===== src/rtl/playfield_mem_arbiter_pkg.sv =====
// Shared types and default sizing for the playfield memory arbiter and its
// transfer sequencer.
package playfield_mem_arbiter_pkg;

  localparam int CELLS_PER_ROW    = 10;
  localparam int DEF_ROWS         = 20;
  localparam int DEF_STARVE_LIMIT = 4;

  typedef logic [5:0] address_t;
  typedef logic [2:0] cell_t;
  typedef logic [3:0] idx_t;

  typedef enum logic [2:0] {
    XS_IDLE,
    XS_START,
    XS_XFER,
    XS_DONE,
    XS_REJECT
  } xfer_state_t;

  typedef enum logic {
    OWN_DISP = 1'b0,
    OWN_GAME = 1'b1
  } owner_t;

  // Everything about a transaction that is frozen at the grant edge.
  typedef struct packed {
    owner_t   owner;
    logic     we;
    logic     row_ok;
    address_t row;
  } grant_t;

  function automatic logic row_in_range(input address_t row, input int rows);
    return int'(row) < rows;
  endfunction

endpackage


===== src/rtl/mem_xfer_seq.sv =====
// Sequences one memory transaction (start beat, CELLS cont beats, done) and
// captures read data; out-of-range rows take a short reject path instead.
module mem_xfer_seq
  import playfield_mem_arbiter_pkg::*;
#(
  parameter int CELLS = CELLS_PER_ROW
) (
  input  logic     clk,
  input  logic     reset,
  input  logic     go_i,
  input  grant_t   grant_i,
  input  cell_t    wdata_i,
  input  cell_t    mem_rdata_i,
  output logic     idle_o,
  output idx_t     xfer_idx_o,
  output logic     rd_valid_o,
  output idx_t     rd_idx_o,
  output cell_t    rd_data_o,
  output logic     rd_owner_o,
  output logic     done_o,
  output owner_t   done_owner_o,
  output logic     done_err_o,
  output logic     mem_start_o,
  output logic     mem_we_o,
  output logic     mem_cont_o,
  output address_t mem_addr_o,
  output cell_t    mem_wdata_o
);

  localparam idx_t LAST_BEAT = idx_t'(CELLS - 1);

  xfer_state_t state_q, state_d;
  idx_t        beat_q, beat_d;
  grant_t      txn_q;
  logic        capture;
  logic        rd_valid_q, rd_owner_q;
  idx_t        rd_idx_q;
  cell_t       rd_data_q;

  // NOTE: state registers use non-blocking assignments so every flop samples
  // the pre-edge values, independent of process evaluation order.
  always_ff @(posedge clk or posedge reset) begin
    if (reset) begin
      state_q <= XS_IDLE;
      beat_q  <= '0;
      txn_q   <= '0;
    end else begin
      state_q <= state_d;
      beat_q  <= beat_d;
      if (go_i && state_q == XS_IDLE) txn_q <= grant_i;
    end
  end

  // NOTE: every combinational output gets a default before the case so no
  // path leaves it unassigned and no latch is inferred.
  always_comb begin
    state_d = state_q;
    beat_d  = beat_q;
    unique case (state_q)
      XS_IDLE: begin
        if (go_i) begin
          state_d = grant_i.row_ok ? XS_START : XS_REJECT;
          beat_d  = '0;
        end
      end
      XS_START:  state_d = XS_XFER;
      XS_XFER: begin
        if (beat_q == LAST_BEAT) state_d = XS_DONE;
        else                     beat_d  = beat_q + idx_t'(1);
      end
      XS_REJECT: state_d = XS_DONE;
      XS_DONE:   state_d = XS_IDLE;
      default:   state_d = XS_IDLE;
    endcase
  end

  always_comb begin
    idle_o       = (state_q == XS_IDLE);
    mem_start_o  = (state_q == XS_START);
    mem_cont_o   = (state_q == XS_XFER);
    mem_we_o     = mem_start_o & txn_q.we;
    mem_addr_o   = mem_start_o ? txn_q.row : '0;
    xfer_idx_o   = mem_cont_o ? beat_q : '0;
    mem_wdata_o  = (mem_cont_o && txn_q.we) ? wdata_i : '0;
    done_o       = (state_q == XS_DONE);
    done_owner_o = txn_q.owner;
    done_err_o   = done_o & ~txn_q.row_ok;
    capture      = mem_cont_o & ~txn_q.we;
  end

  // The memory presents the cell for beat i until the edge that ends beat i.
  always_ff @(posedge clk or posedge reset) begin
    if (reset) begin
      rd_valid_q <= 1'b0;
      rd_idx_q   <= '0;
      rd_data_q  <= '0;
      rd_owner_q <= 1'b0;
    end else begin
      rd_valid_q <= capture;
      rd_idx_q   <= capture ? beat_q : '0;
      rd_data_q  <= capture ? mem_rdata_i : '0;
      rd_owner_q <= capture ? txn_q.owner : 1'b0;
    end
  end

  assign rd_valid_o = rd_valid_q;
  assign rd_idx_o   = rd_idx_q;
  assign rd_data_o  = rd_data_q;
  assign rd_owner_o = rd_owner_q;

endmodule


===== src/rtl/playfield_mem_arbiter.sv =====
// Shares the serial playfield memory between the display fetcher and the game
// logic: arbitration with starvation relief, row range check, sequencer.
module playfield_mem_arbiter
  import playfield_mem_arbiter_pkg::*;
#(
  parameter int CELLS        = CELLS_PER_ROW,
  parameter int ROWS         = DEF_ROWS,
  parameter int STARVE_LIMIT = DEF_STARVE_LIMIT
) (
  input  logic       clk,
  input  logic       reset,
  input  logic       disp_req,
  input  logic [5:0] disp_row,
  input  logic       game_req,
  input  logic       game_we,
  input  logic [5:0] game_row,
  input  logic [2:0] game_wdata,
  output logic [3:0] xfer_idx,
  output logic       rd_valid,
  output logic [3:0] rd_idx,
  output logic [2:0] rd_data,
  output logic       rd_owner,
  output logic       disp_done,
  output logic       game_done,
  output logic       game_err,
  output logic       mem_start,
  output logic       mem_write_enable,
  output logic       mem_cont,
  output logic [5:0] mem_addr,
  output logic [2:0] mem_data_out,
  input  logic [2:0] mem_data_in
);

  localparam int            SW         = $clog2(STARVE_LIMIT + 1);
  localparam logic [SW-1:0] STARVE_MAX = SW'(STARVE_LIMIT);

  logic [SW-1:0] starve_q, starve_d;
  logic          seq_idle, pick_disp, pick_game;
  grant_t        grant;
  logic          seq_done, seq_done_err;
  owner_t        seq_done_owner;

  // Display has priority until it has won STARVE_LIMIT times in a row while
  // the game was waiting; the count only resets when the game is served.
  always_comb begin
    pick_disp = seq_idle && disp_req && ((starve_q < STARVE_MAX) || !game_req);
    pick_game = seq_idle && game_req && !pick_disp;
    grant     = '0;
    starve_d  = starve_q;
    if (pick_disp) begin
      grant.owner  = OWN_DISP;
      grant.row    = disp_row;
      grant.row_ok = row_in_range(disp_row, ROWS);
      if (game_req && (starve_q < STARVE_MAX)) starve_d = starve_q + SW'(1);
    end else if (pick_game) begin
      grant.owner  = OWN_GAME;
      grant.we     = game_we;
      grant.row    = game_row;
      grant.row_ok = row_in_range(game_row, ROWS);
      starve_d     = '0;
    end
  end

  always_ff @(posedge clk or posedge reset) begin
    if (reset) starve_q <= '0;
    else       starve_q <= starve_d;
  end

  mem_xfer_seq #(.CELLS(CELLS)) u_seq (
    .clk          (clk),
    .reset        (reset),
    .go_i         (pick_disp | pick_game),
    .grant_i      (grant),
    .wdata_i      (game_wdata),
    .mem_rdata_i  (mem_data_in),
    .idle_o       (seq_idle),
    .xfer_idx_o   (xfer_idx),
    .rd_valid_o   (rd_valid),
    .rd_idx_o     (rd_idx),
    .rd_data_o    (rd_data),
    .rd_owner_o   (rd_owner),
    .done_o       (seq_done),
    .done_owner_o (seq_done_owner),
    .done_err_o   (seq_done_err),
    .mem_start_o  (mem_start),
    .mem_we_o     (mem_write_enable),
    .mem_cont_o   (mem_cont),
    .mem_addr_o   (mem_addr),
    .mem_wdata_o  (mem_data_out)
  );

  assign disp_done = seq_done && (seq_done_owner == OWN_DISP);
  assign game_done = seq_done && (seq_done_owner == OWN_GAME);
  assign game_err  = seq_done_err && (seq_done_owner == OWN_GAME);

endmodule

===== config.mk =====
export PLATFORM = sky130hd
export DESIGN_NAME = playfield_mem_arbiter
export DESIGN_NICKNAME = d
export VERILOG_FILES = /design/src/rtl/playfield_mem_arbiter_pkg.sv /design/src/rtl/mem_xfer_seq.sv /design/src/rtl/playfield_mem_arbiter.sv
export SDC_FILE = /design/constraint.sdc
export NUM_CORES = 1
export LEC_CHECK = 0
export BUFFER_PORTS_ARGS = -buffer_cell sky130_fd_sc_hd__buf_2
export CAP_MARGIN = 20
export CORE_ASPECT_RATIO = 1.75
export CORE_MARGIN = 2
export CORE_UTILIZATION = 48
export CTS_CLUSTER_SIZE = 20
export DETAILED_ROUTE_END_ITERATION = 10
export PLACE_DENSITY = 0.78
export SLEW_MARGIN = 15
export SYNTH_ARGS = -nofsm -noshare
export SYNTH_HDL_FRONTEND = slang
export SYNTH_SLANG_ARGS = --single-unit

===== constraint.sdc =====
create_clock -name clk -period 1.4 [get_ports clk]
set_input_delay 0.28 -clock clk [delete_from_list [all_inputs] [get_ports clk]]
set_output_delay 0.28 -clock clk [all_outputs]
set_load 0.01 [all_outputs]

==> impl_metrics.yaml, run 1 <==
global_route:
  via_count_of_the_first_global_routing_pass: 1187
  maximum_number_of_pins_on_one_net_before_global_route_repair: 29
  antenna_found_initial: 0
  first_pass_grt_wire_length_um: 5099
  gr-total-overflow: 0
  global_route.usage.total_pct: 20.93
cts:
  cts.reportedPaths.clkPinSlew_ns: 0.10
  h-tree-depth: 1
  clock_insertion_delay_worst_skew_ns: 0.27
  cts_made_buffers: 3
  cts-root-buf: "clkbuf_8"
  tritoncts_num_sinks: 28
  cts.path.max_buffers: 2
  cts_tree: "yes"
yosys:
  synth.area.top_cells: "dfrtp_1, and2_1, nand2_1, and3_1, o21ai_0"
  avg_cell_area_syn_um2: 9.581
  synth_cells: 140
  fraction_of_synthesis_flops_using_an_asynchronous_set_or_reset_pin_pct: 100.0
  synthesis.area_um2: 1341
  ys.flop_type: "dfrtp_1"
  count_of_distinct_cell_types_in_the_synthesized_netlist: 26
  synth_enable_flop_cells: 0
  synth_largest_type_area_fraction_pct: 52.24
  yosys_register_bits: 28
  synth_nets: 166
  yosysSeqAreaShare_pct: 52.24
  yosysTopAreaCell: "dfrtp_1"
  yosysWarnings: 0
drt:
  routed-via-count: 1374
  routedWlPerCell_um: 16.34
  finalWirelength_um: 3905
  drt_iter0_drc: 38
  drt_pre_antenna_iters: 6
  via_per_inst: 5.749
  post-route-drc-count: 0
  drtAntennaViolNets: 0
outcome:
  violations: "negative setup slack"
  run_status: "complete, but fails checks"
timing:
  final.setup.worst_slack_ns: -0.2631
  report.final.slew_viol_count: 0
  worst-slew-pin-transition_ns: 0.3415
  maxClockFrequency_mhz: 601.3
  number_of_endpoints_failing_setup_at_the_final_stage: 37
  timing.slew.headroom_pct: 77.23
  timing.final.crit_share_pct: 118.8
  worst_clock_skew_ns: 0.004226
  final_period_demand_of_the_worst_path_ns: 1.663
  final-hold-violation-count: 0
  setup_repair_after_global_routing_missed_its_margin: "true"
  timing.hold.ws_ns: 0.04451
power_and_ir_drop:
  p_total_w: 0.004508
  vdd.ir_drop.worst_uv: 1643
  leakagePower_nw: 1.049
  p_per_area_nw_per_um2: 2194
final_layout:
  layout-drive-gt1-share_pct: 51.89
  insertedDiodeCount: 0
  final_nets: 239
  area_delta_synth_final_pct: 53.17
  layout.cells.most_common_list: "buf_2, dfrtp_1, nand2_1"
  layout_commonest_cell: "buf_2"
  final_instance_count_without_filler_cells: 239
floorplan:
  std_cell_core_area_um2: 2690
  die_width_um: 43.96
  fp.dieH_um: 73.93
  die_area_um2: 3250
  initial_utilization_pct: 49.86
  core.rowCount: 25
  ios: 51
worst_setup_path:
  cp_top_family: "flip-flops"
  start_kind: "flip-flop"
  worst_setup_path_category: "reg2out"
  slowest_delay_ns: 0.45
  timing.critical_path.arrival_ns: 1.38
  crit_path_cell_trace: "nor3b_2 -> buf_4 -> and3_1 -> buf_2"
  ff2ff_setup_slack_ns: -0.24
  crit_path_top_delay_cell: "dfrtp_2"
  path_max_fanout: 11
  cp.buffers_inverters: 2
  critPathRequiredTime_ns: 1.12
  worstSetupEndpointType: "output pin"
hold_path:
  min-delay-path-class: "in2async"
placement:
  port_buffers: 50
  place_congestion: 0.7813
  dp_hpwl_um: 2245
  number_of_cells_in_the_design_after_placement: 220
job:
  maxCapViolations: 0
-- worst reg2reg max path: stages (launching register included) --
cell,delay (ns)
dfrtp_2,0.46
buf_4,0.15
buf_6,0.11
nor3_4,0.26
buf_4,0.16
and2_4,0.18
nand2_1,0.06
a31oi_1,0.17
-- cell usage after synthesis, types with 3 or more instances --
cell type and count:
inv_1 3, a31oi_1 6, a21oi_1 7, nor2_1 10
and3_1 12, nor2b_1 4, buf_2 3, nand3_1 4
dfrtp_1 28, o21ai_0 8, and2_1 15, nand2_1 22
buf_4 3, ha_1 3
-- sequential cells by signal, indices dropped and copies added (netlist names), 3 cells and up --
register / flops
starve_q: 3
u_seq.beat_q: 4
u_seq.rd_data_o: 3
u_seq.rd_idx_o: 4
u_seq.state_q: 3
u_seq.txn_q: 8
-- final timing paths --
check | from | end | depth (start not counted)
setup / recovery | u_seq.state_q[0] | mem_data_out[2] | 4
hold / removal | reset | u_seq.rd_data_o[1] | 3
setup reg to reg | u_seq.state_q[2] | u_seq.txn_q[2] | 7
hold reg to reg | u_seq.beat_q[3] | u_seq.beat_q[3] | 1
max in group asynchronous | reset | u_seq.state_q[2] | 3
min in group clk | mem_data_in[1] | u_seq.rd_data_o[1] | 2
-- per-stage QoR --
step / TNS (ns) / setup WS (ns) / utilization, % / instance area, um^2
2_1_floorplan: 0 / 0.009346 / - / 1349
3_3_place_gp: -0.001254 / -0.001254 / 62.28 / 1675
3_5_place_dp: -0.5364 / -0.06449 / 62.28 / 1675
4_1_cts: -4.579 / -0.2667 / 66.79 / 1797
5_1_grt: -8.291 / -0.3088 / 76.37 / 2054
6_report: -6.687 / -0.2631 / 76.37 / 2054
-- layer usage --
metal,track usage [%],share of wire (%),vias up
li1,-,-,622
met1,22.52,36,669
met2,39.38,55,67
met5,0,0,-
met3,2.427,5.7,16
met4,9.428,3.0,0
-- logic make-up after synthesis --
logic type / share of synthesized area (%)
adder cells (fa/ha/maj): 2.799
buffers and inverters: 3.638
AND/OR/NAND/NOR: 29.95
AO/OA/AOI/OAI: 10.73
flip-flops: 52.24
XOR/XNOR: 0.6531
-- final cells by class --
type / instances / area (um^2)
multi-input combinational: 104 / 734.5
tap: 27 / 33.78
inverter: 3 / 11.26
sequential: 28 / 704.4
clock buffer: 3 / 41.29
clock inverter: 1 / 30.03
fill: 183 / 635.6
timing repair buffer: 73 / 499.2
-- timing repair --
action | CTS | global route
gates cloned | 0 | 1
endpoints found under the setup margin | 26 | 44
setup buffers | 5 | 10
endpoints found under the hold margin | 0 | 0
gates resized for setup | 9 | 47
hold buffers | 0 | 0
pin swaps | 1 | 13
-- power breakdown --
part	internal, W	switching, W	leakage, nW
Sequential	0.00114	0.000254	0.356
Clock	0.000383	0.000249	0.0357
Combinational	0.00126	0.00122	0.657
Total	0.00278	0.00173	1.05
No activity file was read; power rests on OpenSTA's default activity.
==> inputs of run 2 (changes only) <==
--- a/config.mk
+++ b/config.mk
@@ -7,13 +7,14 @@
 export LEC_CHECK = 0
 export BUFFER_PORTS_ARGS = -buffer_cell sky130_fd_sc_hd__buf_2
 export CAP_MARGIN = 20
-export CORE_ASPECT_RATIO = 1.75
+export CORE_ASPECT_RATIO = 1.25
 export CORE_MARGIN = 2
-export CORE_UTILIZATION = 48
+export CORE_UTILIZATION = 49
 export CTS_CLUSTER_SIZE = 20
 export DETAILED_ROUTE_END_ITERATION = 10
 export PLACE_DENSITY = 0.78
 export SLEW_MARGIN = 15
 export SYNTH_ARGS = -nofsm -noshare
 export SYNTH_HDL_FRONTEND = slang
+export SYNTH_HIERARCHICAL = 1
 export SYNTH_SLANG_ARGS = --single-unit
==> run 2 against run 1 <==
Effect of this change: the run still ends with negative setup slack left; global-route usage grew 1.2 points; clock power shrank 48%; power down 3.6%; via count is 6.9% lower; synthesized cell count fell by 8.6%; clock-buffer cell count is the same; combinational power rose by 8.8%; flip-flop and latch count unchanged; critical endpoint is now u_seq/txn_q[0]; largest power group unchanged.
==> impl_metrics.yaml, run 2 <==
yosys:
  yosysTopAreaCell: "dfrtp_1"
  yosysWarnings: 6
  yosys_register_bits: 28
  synth.area.top_cells: "dfrtp_1, mux2_2, and3_1, and2_1, mux2_4"
  synth_common_cells: "dfrtp_1, and3_1, and2_1, mux2_2, nand2_1"
  fraction_of_synthesis_flops_using_an_asynchronous_set_or_reset_pin_pct: 100.0
  yosysSeqAreaShare_pct: 47.54
  synth_enable_flop_cells: 0
  synth_cells: 128
  avg_cell_area_syn_um2: 11.51
  ys.flop_type: "dfrtp_1"
  synthesis.area_um2: 1474
  count_of_distinct_cell_types_in_the_synthesized_netlist: 35
  synth_largest_type_area_fraction_pct: 47.54
  synth_nets: 154
  synthMostInstantiatedCell: "dfrtp_1"
global_route:
  global_route.usage.total_pct: 22.11
  first_pass_grt_wire_length_um: 5713
  via_count_of_the_first_global_routing_pass: 1297
  gr-total-overflow: 0
  maximum_number_of_pins_on_one_net_before_global_route_repair: 26
  antenna_found_initial: 0
final_layout:
  final_instance_count_without_filler_cells: 246
  regArea_um2: 700.7
  largest_register_ffs: 8
  layout.cells.most_common_list: "buf_2, dfrtp_1, buf_6"
  layout-drive-gt1-share_pct: 60.95
  finished_core_util_pct: 76.71
  area_of_the_multi_input_gates_um2: 827.0
  area_delta_synth_final_pct: 50.42
  fillers: 198
  top_register: "u_seq/txn_q"
  final_nets: 238
  insertedDiodeCount: 0
  layout_commonest_cell: "buf_2"
worst_setup_path:
  path_max_fanout: 7
  timing.critical_path.from: "u_seq/state_q[0]"
  timing.critical_path.arrival_ns: 2.10
  worstSetupEndpointType: "flip-flop"
  slowest_delay_ns: 0.48
  start_kind: "flip-flop"
  critPathRequiredTime_ns: 1.62
  critical-path-top-cell-by-count: "buf_6"
  crit_path_cell_trace: "buf_6 -> nor3_4 -> o21a_1 -> or4b_4 -> buf_6 -> mux2_4"
  crit_path_top_delay_cell: "or4b_4"
  worst_setup_path_category: "reg2reg"
  cp.buffers_inverters: 2
  r2r-start: "u_seq/state_q[0]"
  cp_top_family: "simple AND/OR/NAND/NOR gates"
floorplan:
  core.rowCount: 22
  die_area_um2: 3466
  fp.dieH_um: 65.32
  initial_utilization_pct: 51.00
  die_width_um: 53.06
  ios: 51
  std_cell_core_area_um2: 2890
outcome:
  run_status: "complete, but fails checks"
  violations: "negative setup slack"
cts:
  cts_tree: "yes"
  clock_insertion_delay_worst_skew_ns: 0.32
  cts.reportedPaths.clkPinSlew_ns: 0.15
  cts-root-buf: "clkbuf_4"
  cts_made_buffers: 3
  tritoncts_num_sinks: 28
  cts.path.max_buffers: 2
  h-tree-depth: 1
job:
  maxCapViolations: 0
power_and_ir_drop:
  sequential_power_share_pct: 30.1
  p_comb_share_pct: 62.3
  leakagePower_nw: 1.247
  internal_power_w: 0.002768
  p_clk_share_pct: 7.5
  total_switching_power_w: 0.001578
  vdd.ir_drop.worst_uv: 1336
  sw_frac_of_total_pct: 36.31
  p_total_w: 0.004347
  p_per_area_nw_per_um2: 1960
timing:
  number_of_endpoints_failing_setup_at_the_final_stage: 46
  worst-slew-pin-transition_ns: 0.3378
  final.setup.worst_slack_ns: -0.4808
  worst_clock_skew_ns: 0.006679
  maxClockFrequency_mhz: 531.7
  setup_repair_after_global_routing_missed_its_margin: "true"
  timing.slew.headroom_pct: 77.48
  final_period_demand_of_the_worst_path_ns: 1.881
  final-hold-violation-count: 0
  fin_setup_tns_ns: -14.89
  report.final.slew_viol_count: 0
  timing.final.crit_share_pct: 134.3
drt:
  finalWirelength_um: 3677
  drt_pre_antenna_iters: 4
  via_per_inst: 5.199
  post-route-drc-count: 0
  drt_iter0_drc: 20
  routedWlPerCell_um: 14.95
  routed-via-count: 1279
  drtAntennaViolNets: 0
placement:
  port_buffers: 50
  number_of_cells_in_the_design_after_placement: 228
  dp_hpwl_um: 2444
  place_congestion: 0.8171
hold_path:
  min-delay-path-class: "in2reg"
  hold_path.startpoint: "mem_data_in[1]"
==> run 2: final timing paths <==
kind,slack (ns),to,depth (start not counted)
worst max-delay path,-0.48,u_seq/txn_q[0],6
min in group asynchronous,0.35,starve_q[0],3
worst min register to register,0.52,u_seq/txn_q[4],1
max in group asynchronous,0.61,u_seq/txn_q[0],4
worst min-delay path,0.16,u_seq/rd_data_o[1],2
worst max register to register,-0.48,u_seq/txn_q[0],6
==> run 2: area by class of cell <==
class,count,area share (%)
inverters,3,0.5079
multi-input cells,91,37.30
clock buffers,3,1.016
repair buffers,85,27.54
flip-flops and latches,28,31.60
well taps,36,2.032
==> run 2: stage by stage <==
| stage | setup WS (ns) | hold WS [ns] | cell area (um^2) |
|---|---|---|---|
| 3_3_place_gp | -0.4278 | 0.1560 | 1877 |
| 6_report | -0.4808 | 0.1641 | 2217 |
| 5_1_grt | -0.5407 | 0.1500 | 2217 |
| 2_1_floorplan | -0.7121 | 0.03364 | 1481 |
| 4_1_cts | -0.4474 | 0.1447 | 2048 |
| 3_5_place_dp | -0.4976 | 0.1618 | 1877 |
==> run 2: worst reg2reg max path, stage by stage (launching register included) <==
cell     delay [ns]
dfrtp_1        0.43
buf_6          0.13
nor3_4         0.13
o21a_1         0.15
or4b_4         0.48
buf_6          0.16
mux2_4         0.29
==> run 2: power by group through the flow <==
stage,combinational [W],sequential (W),clock (W)
2_1_floorplan,0.00114,0.00134,0
3_3_place_gp,0.00182,0.00126,0
3_5_place_dp,0.00191,0.00128,0
4_1_cts,0.00230,0.00128,0.000338
5_1_grt,0.00292,0.00135,0.000376
6_report,0.00271,0.00131,0.000327
==> run 2: timing repair <==
| action | in CTS | in global routing |
|---|---|---|
| endpoints found under the setup margin | 45 | 45 |
| hold endpoints to repair | 28 | 0 |
| pin swaps | 8 | 7 |
| cloned | 1 | 1 |
| setup buffers | 8 | 5 |
| gates resized for setup | 21 | 29 |
| hold buffers | 1 | 0 |
==> run 2: per-layer routing <==
layer | vias to the layer above | wire, um | global-route usage [%]
li1 | 612 | - | -
met1 | 618 | 1446 | 25.93
met2 | 47 | 2002 | 40.00
met3 | 2 | 214 | 3.182
met4 | 0 | 14 | 7.692
met5 | - | 0 | 0
==> run 2: cell families (layout without fill, tap and decap cells) <==
kind of cell | count (synthesis) | in the layout | share of synthesized area [%]
AND/OR/NAND/NOR | 58 | 58 | 24.62
flip-flops | 28 | 28 | 47.54
multiplexers | 21 | 21 | 16.98
buffers and inverters | 9 | 91 | 3.989
AO/OA/AOI/OAI | 8 | 8 | 3.736
adder cells (fa/ha/maj) | 3 | 3 | 2.547
XOR/XNOR | 1 | 1 | 0.5943
